===== src/rtl/pwm_pkg.sv =====
// pwm_pkg: shared defaults, synchroniser depth and FSM state encoding for pwm_demod.
package pwm_pkg;
    localparam int SAMPLE_W_DEF     = 8;
    localparam int PERIOD_DEF       = 256;
    localparam int HUNT_TIMEOUT_DEF = 512;
    localparam int SYNC_DEPTH       = 2;
    typedef enum logic [1:0] {
        HUNT = 2'd0,
        FREE = 2'd1,
        LOCK = 2'd2
    } state_e;
endpackage


===== src/rtl/pwm_in_sync.sv =====
// pwm_in_sync: metastability synchroniser plus delay flop and rising-edge detect.
module pwm_in_sync
    import pwm_pkg::*;
(
    input  logic clock,
    input  logic reset,
    input  logic pwm_i,
    output logic pwm_s_o,
    output logic rise_o
);
    logic [SYNC_DEPTH-1:0] sync_q;
    logic                  dly_q;

    always_ff @(posedge clock or posedge reset) begin
        if (reset) begin
            sync_q <= '0;
            dly_q  <= 1'b0;
        end else begin
            sync_q <= {sync_q[SYNC_DEPTH-2:0], pwm_i};
            dly_q  <= sync_q[SYNC_DEPTH-1];
        end
    end

    assign pwm_s_o = sync_q[SYNC_DEPTH-1];
    assign rise_o  = sync_q[SYNC_DEPTH-1] & ~dly_q;
endmodule


===== src/rtl/pwm_demod.sv =====
// pwm_demod: recovers one PWM duty-cycle sample per frame with edge-based frame alignment.
// Define PWM_DEMOD_AVG_EN to report the rounded mean of consecutive frame totals.
module pwm_demod
    import pwm_pkg::*;
#(
    parameter int SAMPLE_W     = SAMPLE_W_DEF,
    parameter int PERIOD       = PERIOD_DEF,
    parameter int HUNT_TIMEOUT = HUNT_TIMEOUT_DEF
) (
    input  logic                clock,
    input  logic                reset,
    input  logic                pwm_in,
    output logic [SAMPLE_W-1:0] sample_out,
    output logic                sample_valid,
    output logic                locked,
    output logic                sync_err
);
    localparam int                TW         = $clog2(HUNT_TIMEOUT);
    localparam logic [SAMPLE_W-1:0] FRAME_LAST = SAMPLE_W'(PERIOD - 1);
    localparam logic [TW-1:0]     TMO_LAST   = TW'(HUNT_TIMEOUT - 1);
    localparam logic [SAMPLE_W:0] SAT_MAX    = {1'b0, {SAMPLE_W{1'b1}}};

    logic                pwm_s, rise;
    state_e              state_q, state_d;
    logic [SAMPLE_W-1:0] frame_q, frame_d, sample_q, sample_d, sat;
    logic [SAMPLE_W:0]   high_q, high_d, total;
    logic [TW-1:0]       tmo_q, tmo_d;
    logic                valid_q, err_q, err_d, emit, realign;

    pwm_in_sync u_sync (
        .clock  (clock),
        .reset  (reset),
        .pwm_i  (pwm_in),
        .pwm_s_o(pwm_s),
        .rise_o (rise)
    );

    always_comb begin
        // a rise on the last frame cycle opens the next frame, so it is not counted here
        total   = high_q + {{SAMPLE_W{1'b0}}, pwm_s & ~rise};
        sat     = (total > SAT_MAX) ? SAT_MAX[SAMPLE_W-1:0] : total[SAMPLE_W-1:0];
        state_d = state_q;
        frame_d = frame_q + 1'b1;
        high_d  = high_q + {{SAMPLE_W{1'b0}}, pwm_s};
        tmo_d   = '0;
        emit    = 1'b0;
        realign = 1'b0;
        err_d   = 1'b0;
        if (state_q == HUNT) begin
            frame_d = '0;
            high_d  = '0;
            tmo_d   = tmo_q + 1'b1;
            if (rise) begin
                realign = 1'b1;
                state_d = LOCK;
            end else if (tmo_q == TMO_LAST) begin
                state_d = FREE;
            end
        end else begin
            emit = (frame_q == FRAME_LAST);
            if (emit) begin
                frame_d = '0;
                high_d  = '0;
            end
            if (rise && (state_q == FREE || frame_q != '0)) begin
                realign = 1'b1;
                err_d   = (state_q == LOCK) && !emit;
                state_d = LOCK;
            end
        end
        if (realign) begin
            frame_d = SAMPLE_W'(1);
            high_d  = (SAMPLE_W+1)'(1);
        end
    end

`ifdef PWM_DEMOD_AVG_EN
    logic [SAMPLE_W-1:0] prev_q, prev_d;
    logic                prev_vld_q, prev_vld_d;
    logic [SAMPLE_W:0]   avg_sum;

    always_comb begin
        avg_sum    = {1'b0, prev_q} + {1'b0, sat} + 1'b1;
        sample_d   = emit ? (prev_vld_q ? SAMPLE_W'(avg_sum >> 1) : sat) : sample_q;
        prev_d     = emit ? sat : prev_q;
        prev_vld_d = emit | prev_vld_q;
        if (realign) begin
            prev_d     = '0;
            prev_vld_d = 1'b0;
        end
    end

    always_ff @(posedge clock or posedge reset) begin
        if (reset) begin
            prev_q     <= '0;
            prev_vld_q <= 1'b0;
        end else begin
            prev_q     <= prev_d;
            prev_vld_q <= prev_vld_d;
        end
    end
`else
    assign sample_d = emit ? sat : sample_q;
`endif

    always_ff @(posedge clock or posedge reset) begin
        if (reset) begin
            state_q  <= HUNT;
            frame_q  <= '0;
            high_q   <= '0;
            tmo_q    <= '0;
            sample_q <= '0;
            valid_q  <= 1'b0;
            err_q    <= 1'b0;
        end else begin
            state_q  <= state_d;
            frame_q  <= frame_d;
            high_q   <= high_d;
            tmo_q    <= tmo_d;
            sample_q <= sample_d;
            valid_q  <= emit;
            err_q    <= err_d;
        end
    end

    assign sample_out   = sample_q;
    assign sample_valid = valid_q;
    assign locked       = (state_q == LOCK);
    assign sync_err     = err_q;
endmodule

===== config.mk =====
export PLATFORM = sky130hd
export DESIGN_NAME = pwm_demod
export DESIGN_NICKNAME = d
export VERILOG_FILES = /design/src/rtl/pwm_pkg.sv /design/src/rtl/pwm_in_sync.sv /design/src/rtl/pwm_demod.sv
export SDC_FILE = /design/constraint.sdc
export NUM_CORES = 1
export LEC_CHECK = 0
export BUFFER_PORTS_ARGS = -buffer_cell sky130_fd_sc_hd__buf_2
export CAP_MARGIN = 10
export CORE_ASPECT_RATIO = 0.8
export CORE_MARGIN = 10
export CORE_UTILIZATION = 45
export DETAILED_ROUTE_END_ITERATION = 8
export GPL_TIMING_DRIVEN = 0
export SYNTH_ARGS = -nofsm -noshare
export SYNTH_HDL_FRONTEND = slang
export SYNTH_SLANG_ARGS = --single-unit

===== constraint.sdc =====
create_clock -name clock -period 2.1 [get_ports clock]
set_clock_uncertainty 0.15 [all_clocks]
set_input_delay 0.21 -clock clock [delete_from_list [all_inputs] [get_ports clock]]
set_output_delay 0.21 -clock clock [all_outputs]
set_load 0.02 [all_outputs]

# [Word-level counts from Yosys, hierarchy flattened]
# Cells that the tools add are included.
# Widths: inputs -> output; s select.
[word_totals] register_bits=41 word_cells=49 inputBits=3
[classes] add_sub_neg=4 n_lt_le_gt_ge=1 eq_ne=5 n_bitwise=4 n_mux=18 n_reduce_logical=8
[ops] operator="$mux 9" count=4
[ops] operator="$mux 8" count=4
[ops] operator="$add 9x1->9" count=2
[ops] operator="$add 9x1->9 const B" count=1
[ops] operator="$eq 9x9->1 const B" count=1
[ops] operator="$gt 9x8->1 const B" count=1
[ops] operator="$add 8x1->8 const B" count=1
[ops] operator="$eq 8x8->1 const B" count=1
[ops] operator="$mux 2" count=4
[ops] operator="$reduce_bool 8->1" count=1
[ops] operator="$mux 1" count=6
[ops] operator="$ne 3x2->1 const B" count=1
[ops] operator="$and 1x1->1" count=2
[ops] operator="$eq 2x1->1 const B" count=1
[ops] operator="$eq 2x2->1 const B" count=1
[ops] operator="$logic_and 1x1->1" count=2
[ops] operator="$logic_not 2->1" count=1
[ops] operator="$not 1->1" count=2
[ops] operator="$reduce_and 2->1" count=1
[ops] operator="$reduce_bool 2->1" count=1
[ops] operator="$logic_not 1->1" count=1
[ops] operator="$logic_or 1x1->1" count=1

# [Logic depth before layout (Yosys ltp)]
# Gate-level depths: netlist of run 1.
[depth] ltp_word=7 ltp_mapped=7

# [Cells and area by module]
# A second synthesis of run 1 with hierarchy kept.
[unflattened] cells_unflattened=177 hier_area_um2=1929.4
[modules_own_cells] mod="pwm_demod" cells_per_inst=172 area_per_inst_um2=1836.8 n_inst=1
[modules_own_cells] mod="pwm_in_sync" cells_per_inst=5 area_per_inst_um2=92.6 n_inst=1

# [Least setup slack after synthesis of run 1]
# OpenSTA, ideal clock, no wires.
[synth_path] path_kind="reg2reg" from="reg u_sync.sync_q[1]" to="reg sample_q[0], in the netlist sample_out[0]" arrival_time_ns=1.604 stages_incl_launch_ff=8 synth_period_minus_slack_ns=1.875 path_slack_ns=0.225 cell_sequence="dfrtp_1 and2_1 ha_1 ha_1 nand4_1 o21ai_0 nand3_4 o22a_1"
[synth_via] elab_chain_cells=6
[synth_rtl] item="from (decl)" line="pwm_in_sync.sv:11" rtl="logic [SYNC_DEPTH-1:0] sync_q;"
[synth_rtl] item="from (signal assigned)" line="pwm_in_sync.sv:19" rtl="sync_q <= {sync_q[SYNC_DEPTH-2:0], pwm_i};"
[synth_rtl] item="$and 1x1->1" line="pwm_in_sync.sv:25" rtl="assign rise_o = sync_q[SYNC_DEPTH-1] & ~dly_q;"
[synth_rtl] item="$not 1->1" line="pwm_demod.sv:40" rtl="total = high_q + {{SAMPLE_W{1'b0}}, pwm_s & ~rise};"
[synth_rtl] item="$and 1x1->1 *" line="pwm_demod.sv:40"
[synth_rtl] item="$add 9x1->9 *" line="pwm_demod.sv:40"
[synth_rtl] item="$gt 9x8->1" line="pwm_demod.sv:41" rtl="sat = (total > SAT_MAX) ? SAT_MAX[SAMPLE_W-1:0] : total[SAMPLE_W-1:0];"
[synth_rtl] item="$mux 8 *" line="pwm_demod.sv:41"
[synth_rtl] item="to (signal assigned)" line="pwm_demod.sv:120" rtl="sample_q <= sample_d;"
[synth_rtl] item="to (decl)" line="pwm_demod.sv:25" rtl="logic [SAMPLE_W-1:0] frame_q, frame_d, sample_q, sample_d, sat;"
# Mark *: on every way between the ends. The rest lies on a longest branch, timed or not.
# A chain may end at the register's enable or synchronous reset.

# [Worst setup path in the final report of run 1]
[layout_path] from="reg frame_q[1]" to="reg sample_q[3], in the netlist sample_out[3]"
[layout_via] elab_chain_cells=2
[layout_rtl] item="from (decl)" line="pwm_demod.sv:25"
[layout_rtl] item="from (signal assigned)" line="pwm_demod.sv:117" rtl="frame_q <= frame_d;"
[layout_rtl] item="$eq 8x8->1" line="pwm_demod.sv:60" rtl="emit = (frame_q == FRAME_LAST);"
[layout_rtl] item="$mux 1" line="pwm_demod.sv:49" rtl="if (state_q == HUNT) begin"
[layout_rtl] item="named net emit" line="pwm_demod.sv:28" rtl="logic valid_q, err_q, err_d, emit, realign;"
# The timed path passes the listed nets, and every way through them passes these cells.

==> insert_results.sql, run 1 <==
INSERT INTO impl_metrics (metric_group, metric, value, unit) VALUES
('yosys', 'postSynth.topFlopCell', 'dfrtp_1', ''),
('yosys', 'synthesis.nets', '184', ''),
('yosys', 'synth_top_area_share', '53.98', '%'),
('pwr', 'logic_pwr_share', '17.8', '%'),
('routing', 'vias', '1312', ''),
('yosys', 'synth_sequential_area_ratio', '53.98', '%'),
('clock_network', 'clock-sinks', '41', ''),
('pwr', 'power.switching', '0.0005702', 'W'),
('critical_path', 'crit_path_class', 'flip-flop to flip-flop', ''),
('pwr', 'power.share.switching', '29.32', '%'),
('sta', 'drv_slew', '0', ''),
('placed_design', 'placement.cell_area', '0.002037', 'mm²'),
('cells_and_area', 'nets', '207', ''),
('global_routing', 'grt.busiest_layer', 'met2', ''),
('global_routing', 'grt_max_degree', '42', ''),
('floorplanning', 'std_cell_rows', '21', ''),
('routing', 'post_drt_via_cell_ratio', '5.186', ''),
('placed_design', 'io_buffer_count', '13', ''),
('yosys', 'average_instance_area_after_synthesis', '10.99', 'µm²'),
('global_routing', 'grt_util_met2', '15.56', '%'),
('yosys', 'warnings_from_yosys', '0', ''),
('worst_hold_path', 'hold_depth', '0', ''),
('pwr', 'cellPowerDensity', '890.8', 'mW/mm²'),
('floorplanning', 'initial_core_utilization', '46.07', '%'),
('yosys', 'syn-cell-area', '0.001901', 'mm²'),
('routing', 'drt-pass1-iter-count', '4', ''),
('yosys', 'synth.most_common_cell', 'dfrtp_1', ''),
('cells_and_area', 'layout-area-overhead-vs-synth', '14.88', '%'),
('routing', 'routed_wl', '3508', 'µm'),
('cells_and_area', 'n_fill_cell', '377', ''),
('routing', 'drc_errors', '0', ''),
('sta', 'tightest_slew', '807.3', 'ps'),
('global_routing', 'globalRoute.totalOverflow', '0', ''),
('critical_path', 'timing.reg2reg.worst_path_depth', '5', ''),
('clock_network', 'maximum_clock_insertion_buffer_count', '2', ''),
('outcome', 'run_status', 'complete, no violations', ''),
('sta', 'period_needed', '1935', 'ps'),
('floorplanning', 'die_height', '78.13', 'µm'),
('cells_and_area', 'post_route_cells_drive_above_1_share', '16.84', '%'),
('critical_path', 'worstReg2RegStart', 'frame_q[1]', ''),
('floorplanning', 'num_io_pins', '14', ''),
('critical_path', 'startpoint', 'frame_q[1]', ''),
('global_routing', 'global_route.usage.met3', '3.517', '%'),
('cells_and_area', 'post_layout_nonfiller_instances', '253', ''),
('clock_network', 'cts-buffers-inserted', '5', ''),
('global_routing', 'first_global_vias', '1339', ''),
('clock_network', 'ctsHtreeMaxLevel', '2', ''),
('routing', 'drt_iter0_markers', '65', ''),
('placed_design', 'dp.cells', '243', ''),
('yosys', 'ys_ff_latch', '41', ''),
('sta', 'maxSlewHeadroom', '46.10', '%'),
('global_routing', 'antenna_found_initial', '0', ''),
('floorplanning', 'floorplan.core_area', '0.004125', 'mm²'),
('clock_network', 'cts_tree', 'built', ''),
('yosys', 'synthesis.instances', '173', ''),
('routing', 'drtAntennaViolNets', '0', ''),
('sta', 'report.final.setup_viol', '0', ''),
('yosys', 'synth_enable_flop_cells', '0', ''),
('pwr', 'intPower', '0.001375', 'W'),
('pwr', 'power.sequential.fraction', '51.6', '%'),
('critical_path', 'worst-endpoint-required', '2130', 'ps'),
('clock_network', 'clockRootBuffer', 'clkbuf_8', ''),
('yosys', 'cell_type_with_the_highest_aggregate_area_in_the_netlist', 'dfrtp_1', ''),
('cells_and_area', 'postLayoutCoreUtil', '52.93', '%'),
('yosys', 'synth_area_leaders', 'dfrtp_1 54%, xor2_1 6.9%, ha_1 5.3%', ''),
('critical_path', 'crit_path_end_kind', 'flip-flop', ''),
('global_routing', 'global_route.usage.total', '10.47', '%'),
('worst_hold_path', 'hold_start', 'u_sync.sync_q[0]', ''),
('yosys', 'synth.top_cells.by_count', '41 x dfrtp_1, 25 x nor2_1, 15 x xor2_1', ''),
('floorplanning', 'floorplan.die_area', '0.007239', 'mm²'),
('cells_and_area', 'stdcell_area', '0.002183', 'mm²');
## layer usage
layer,up-vias,routed length (µm),part of all wire [%]
met2,23,1509,43
li1,645,-,-
met4,0,72,2.1
met1,635,1773,51
met5,-,0,0
met3,9,153,4.4
## cell families (layout without fill, tap and decap cells)
logic type / Yosys count / in the layout / share of synthesized area, %
flip-flops: 41 / 41 / 53.98
adder cells (fa/ha/maj): 8 / 8 / 5.267
buffers and inverters: 8 / 31 / 1.712
AO/OA/AOI/OAI: 20 / 20 / 7.505
AND/OR/NAND/NOR: 73 / 73 / 20.94
XOR/XNOR: 23 / 23 / 10.60
## worst max-delay path: stages (launching register included)
cell and delay, ps:
dfrtp_1 440, ha_1 280, nand3_1 200, nor3_4 370, nand3_4 170, o22a_1 210
## area by class of cell
| cell class | instances | area [µm²] | share of cell area [%] |
|---|---|---|---|
| Sequential cell | 41 | 1026 | 46.99 |
| Multi-Input combinational cell | 124 | 857.1 | 39.26 |
| Timing Repair Buffer | 16 | 92.59 | 4.241 |
| Tap cell | 57 | 71.32 | 3.266 |
| Clock buffer | 5 | 68.82 | 3.152 |
| Clock inverter | 2 | 35.03 | 1.605 |
| Buffer | 4 | 17.52 | 0.8023 |
| Inverter | 4 | 15.01 | 0.6877 |
## layout by cell type, fill, tap and decap left out, drive strengths merged
master,n
a21o,2
a21oi,3
a31o,1
a31oi,1
and2,3
and3,4
and4,2
buf,16
bufinv,1
clkbuf,7
clkinv,1
dfrtp,41
dlygate4sd3,2
ha,8
inv,4
nand2,10
nand2b,2
nand3,14
nand4,6
nor2,25
nor3,2
nor4b,1
o21a,1
o21ai,4
o22a,8
or2,1
or3,3
xnor2,8
xor2,15
## power groups by stage
stage,combinational (W),clock [W],sequential (W)
3_5_place_dp,0.000337,0,0.00101
2_1_floorplan,0.000260,0,0.000980
6_report,0.000347,0.000595,0.00100
5_1_grt,0.000404,0.000651,0.00102
3_3_place_gp,0.000323,0,0.00100
4_1_cts,0.000345,0.000613,0.000996
## worst paths after layout
kind	endpoint	slack, ps
min in group asynchronous	tmo_q[5]	480
max	sample_out[3]	170
max reg2reg	sample_out[3]	170
max in group asynchronous	high_q[1]	810
min reg2reg	u_sync.sync_q[1]	200
min	u_sync.sync_q[1]	200
## state kept, by name, indices dropped and copies added (netlist names)
name and count:
high_q 9, tmo_q 9, frame_q 8, sample_out 8
state_q 2, u_sync.sync_q 2, sample_valid 1, sync_err 1
u_sync.dly_q 1
## repair_timing
action | CTS | global route
setup buffers | 0 | 1
gates resized for setup | 1 | 3
hold buffers | 2 | 0
endpoints found under the setup margin | 8 | 8
endpoints found under the hold margin | 42 | 0
pin swaps | 0 | 1
## metrics by stage
step	total power, W	setup slack (ps)	TNS (ps)	hold slack, ps
after floorplan	0.001239	224.6	0	91.43
after global placement	0.001323	34.88	0	168.1
final	0.001945	165.2	0	204.8
after CTS	0.001953	59.25	0	208.7
after global routing	0.002073	20.78	0	217.7
after detailed placement	0.001344	-1.593	-2.717	171.0
(Power assumes the default switching activity.)
==> run 2: changes to the inputs <==
--- a/config.mk
+++ b/config.mk
@@ -5,6 +5,7 @@
 export SDC_FILE = /design/constraint.sdc
 export NUM_CORES = 1
 export LEC_CHECK = 0
+export ABC_AREA = 1
 export BUFFER_PORTS_ARGS = -buffer_cell sky130_fd_sc_hd__buf_2
 export CAP_MARGIN = 10
 export CORE_ASPECT_RATIO = 0.8
@@ -12,6 +13,7 @@
 export CORE_UTILIZATION = 45
 export DETAILED_ROUTE_END_ITERATION = 8
 export GPL_TIMING_DRIVEN = 0
+export RECOVER_POWER = 100
 export SYNTH_ARGS = -nofsm -noshare
 export SYNTH_HDL_FRONTEND = slang
 export SYNTH_SLANG_ARGS = --single-unit
==> insert_results.sql, run 2 <==
INSERT INTO impl_metrics (metric_group, metric, value, unit) VALUES
('pwr', 'cellPowerDensity', '814.1', 'mW/mm²'),
('yosys', 'ys_ff_latch', '41', ''),
('yosys', 'synth_enable_flop_cells', '0', ''),
('floorplanning', 'initial_core_utilization', '46.84', '%'),
('cells_and_area', 'mostFrequentLayoutCell', 'nand2_1', ''),
('global_routing', 'grt_util_met2', '16.87', '%'),
('clock_network', 'cts-buffers-inserted', '5', ''),
('placed_design', 'place_congestion', '0.7805', ''),
('pwr', 'power.switching', '0.0005956', 'W'),
('critical_path', 'start_kind', 'flip-flop', ''),
('pwr', 'intPower', '0.001348', 'W'),
('critical_path', 'crit_path_frequent_cell', 'nand2_1', ''),
('critical_path', 'crit_path_class', 'flip-flop to flip-flop', ''),
('routing', 'drc_errors', '0', ''),
('placed_design', 'io_buffer_count', '13', ''),
('critical_path', 'timing.reg2reg.worst_path_depth', '11', ''),
('floorplanning', 'floorplan.core_area', '0.004597', 'mm²'),
('outcome', 'run_status', 'complete, no violations', ''),
('cells_and_area', 'layout-area-overhead-vs-synth', '10.87', '%'),
('yosys', 'synthesis.instances', '273', ''),
('clock_network', 'clock-sinks', '41', ''),
('sta', 'tightest_slew', '836.9', 'ps'),
('critical_path', 'worst-endpoint-required', '2130', 'ps'),
('clock_network', 'clk-insertion-delay-late', '290', 'ps'),
('sta', 'period_needed', '1880', 'ps'),
('pwr', 'vdd_ir_drop_max', '448.5', 'µV'),
('yosys', 'yosysUniqueCellTypes', '25', ''),
('yosys', 'syn-cell-area', '0.002153', 'mm²'),
('yosys', 'synthesis.nets', '284', ''),
('placed_design', 'dp.cells', '346', ''),
('pwr', 'logic_pwr_share', '22.8', '%'),
('critical_path', 'cp.arrival', '1910', 'ps'),
('sta', 'maxSlewHeadroom', '44.12', '%'),
('yosys', 'synth.most_common_cell', 'nand2_1', ''),
('yosys', 'synth_sequential_area_ratio', '47.65', '%'),
('critical_path', 'startpoint', 'u_sync.sync_q[1]', ''),
('global_routing', 'grt_max_degree', '42', ''),
('routing', 'post_detailed_route_wirelength_per_cell', '11.53', 'µm'),
('critical_path', 'critical_path_peak_fanout', '8', ''),
('yosys', 'synth_area_leaders', 'dfrtp_1 48%, nand2_1 14%, nor2_1 7.1%', ''),
('placed_design', 'post-dp-hpwl', '2881', 'µm'),
('sta', 'report.final.setup_viol', '0', ''),
('clock_network', 'post-cts-setup-buffer-count', '0', ''),
('yosys', 'warnings_from_yosys', '0', ''),
('routing', 'drtAntennaViolNets', '0', ''),
('critical_path', 'timing.critical_path.slowest_cell_delay', '410', 'ps'),
('yosys', 'cell_type_with_the_highest_aggregate_area_in_the_netlist', 'dfrtp_1', ''),
('worst_hold_path', 'hold_depth', '0', ''),
('floorplanning', 'floorplan.die_area', '0.007969', 'mm²'),
('worst_hold_path', 'min-delay-path-class', 'flip-flop to flip-flop', ''),
('global_routing', 'global_route.usage.met3', '3.272', '%'),
('sta', 'max_clock_freq', '531.8', 'MHz'),
('global_routing', 'grt_first_pass_wirelength', '7113', 'µm'),
('floorplanning', 'die_height', '81.87', 'µm'),
('critical_path', 'worstReg2RegStart', 'u_sync.sync_q[1]', ''),
('sta', 'finalHoldViolations', '0', ''),
('cells_and_area', 'most-common-layout-cells', '82 x nand2_1, 41 x nor2_1, 41 x dfrtp_1', ''),
('pwr', 'power.share.switching', '30.65', '%'),
('routing', 'vias', '1672', ''),
('floorplanning', 'die_width', '97.34', 'µm'),
('routing', 'routed_wl', '4104', 'µm'),
('global_routing', 'antenna_found_initial', '0', ''),
('cells_and_area', 'post_layout_nonfiller_instances', '356', ''),
('routing', 'drt_iter0_markers', '120', ''),
('sta', 'rsz0062_at_grt', 'false', ''),
('yosys', 'synth_top_area_share', '47.65', '%'),
('pwr', 'power_leakage', '1.225', 'nW'),
('global_routing', 'grt.busiest_layer', 'met2', ''),
('global_routing', 'first_global_vias', '1543', ''),
('cells_and_area', 'post_route_cells_drive_above_1_share', '8.108', '%'),
('sta', 'drv_slew', '0', ''),
('clock_network', 'cts_tree', 'built', ''),
('floorplanning', 'std_cell_rows', '22', ''),
('clock_network', 'maximum_clock_insertion_buffer_count', '2', ''),
('worst_hold_path', 'hold_start', 'u_sync.sync_q[0]', ''),
('pwr', 'power.sequential.fraction', '48.3', '%'),
('pwr', 'power_frac_clock', '28.9', '%'),
('routing', 'post_drt_via_cell_ratio', '4.697', ''),
('yosys', 'ys_async_sr_fraction', '100.0', '%'),
('critical_path', 'r2r_setup_slack', '220', 'ps'),
('critical_path', 'crit_path_end_kind', 'flip-flop', ''),
('global_routing', 'global_route.usage.total', '10.80', '%'),
('flow_run', 'timing.max_cap.violations', '0', ''),
('sta', 'fin_crit_sh', '89.55', '%'),
('global_routing', 'grt.met1_usage', '14.14', '%'),
('floorplanning', 'num_io_pins', '14', ''),
('cells_and_area', 'nets', '306', ''),
('clock_network', 'clkTransAtPathRegs', '80', 'ps'),
('yosys', 'postSynth.topFlopCell', 'dfrtp_1', ''),
('worst_hold_path', 'worst_hold_path.endpoint', 'u_sync.sync_q[1]', ''),
('yosys', 'average_instance_area_after_synthesis', '7.888', 'µm²'),
('cells_and_area', 'largestRegisters', 'high_q x9, tmo_q x9', ''),
('critical_path', 'critical_path_cell_by_cell', 'nand2_1 -> inv_1 -> ha_1 -> ha_2 -> inv_1 -> nor2_2 -> nand3_1 -> nand2_4 -> nand2_1 -> nand2_1 -> nand2_1', ''),
('clock_network', 'clockRootBuffer', 'clkbuf_8', ''),
('routing', 'drt-pass1-iter-count', '4', ''),
('clock_network', 'ctsHtreeMaxLevel', '2', ''),
('critical_path', 'cpMaxStageDelayCell', 'dfrtp_1', ''),
('global_routing', 'globalRoute.totalOverflow', '0', ''),
('yosys', 'synth.top_cells.by_count', '81 x nand2_1, 41 x dfrtp_1, 41 x nor2_1', ''),
('critical_path', 'worst_r2r_endpoint', 'sample_out[2]', ''),
('sta', 'setup_tns', '0', 'ps'),
('cells_and_area', 'antenna_cells_inserted', '0', '');
-- run 2: cell types whose count changed in the layout (fill, tap and decap cells not counted), moves of 5 or more --
| cell | before | now |
|---|---|---|
| clkbuf_1 | 2 | 15 |
| nand2_1 | 10 | 82 |
| buf_2 | 15 | 2 |
| nand3_1 | 13 | 27 |
| xnor2_1 | 8 | 3 |
| xor2_1 | 15 | 4 |
| o22a_1 | 8 | 0 |
| inv_1 | 3 | 31 |
| nor2_1 | 25 | 41 |
-- run 2: cells by family (layout without fill, tap and decap cells) --
family          after synthesis  count (layout)  synth area share (%)
compound gates               10              10                 2.847
xor+xnor                      7               7                 2.847
fa+ha+maj                     8               8                 4.649
buf+inv                      40              63                 7.495
flops                        41              41                 47.65
simple gates                167             167                 34.52
-- run 2: worst max-delay path by stage --
stage,endpoint,slack (ps),depth (start not counted)
after detailed placement,sample_out[2],190,11
after global placement,frame_q[4],190,2
final,sample_out[2],220,11
after CTS,sample_out[2],150,11
after global routing,sample_out[3],20,11
after floorplan,sample_out[0],430,11
-- run 2: per-layer routing --
metal	wire length (µm)	up-vias
met4	40	0
met3	199	5
li1	-	895
met5	0	-
met2	1664	25
met1	2200	747
-- run 2: layout make-up --
| class | instances | area, µm² |
|---|---|---|
| Buffer | 6 | 26.28 |
| Clock buffer | 7 | 96.34 |
| Clock inverter | 1 | 5.005 |
| Fill cell | 449 | 2210 |
| Inverter | 34 | 127.6 |
| Multi-Input combinational cell | 192 | 960.9 |
| Sequential cell | 41 | 1026 |
| Tap cell | 60 | 75.07 |
| Timing Repair Buffer | 15 | 70.07 |
-- run 2: stage by stage --
| step | cell area, µm² | hold WS, ps | util (%) | setup slack (ps) | power (W) |
|---|---|---|---|---|---|
| after floorplan | 2153 | 91.43 | - | 433.5 | 0.001318 |
| after global placement | 2293 | 171.9 | 49.89 | 186.0 | 0.001404 |
| after detailed placement | 2293 | 176.1 | 49.89 | 187.5 | 0.001402 |
| after CTS | 2415 | 214.7 | 52.53 | 154.2 | 0.001980 |
| after global routing | 2387 | 217.1 | 51.93 | 21.35 | 0.002100 |
| final | 2387 | 208.7 | 51.93 | 219.5 | 0.001943 |
-- run 2: power groups by stage --
stage / Clock, W / Sequential, W / Combinational, W
floorplan: 0 / 0.000942 / 0.000375
global placement: 0 / 0.000954 / 0.000450
detailed placement: 0 / 0.000951 / 0.000451
CTS: 0.000584 / 0.000937 / 0.000459
global route: 0.000619 / 0.000950 / 0.000530
finish: 0.000562 / 0.000938 / 0.000444
-- run 2: critical path, delay by kind of cell (launching register included) --
kind	cells	cell delay (ps)
simple gates	7	680
fa+ha+maj	2	430
flops	1	410
buf+inv	2	110
-- run 2: timing repair --
item,in CTS,in global routing
endpoints found under the setup margin,0,8
resized for setup,0,3
hold buffers,2,0
hold endpoints to repair,42,0
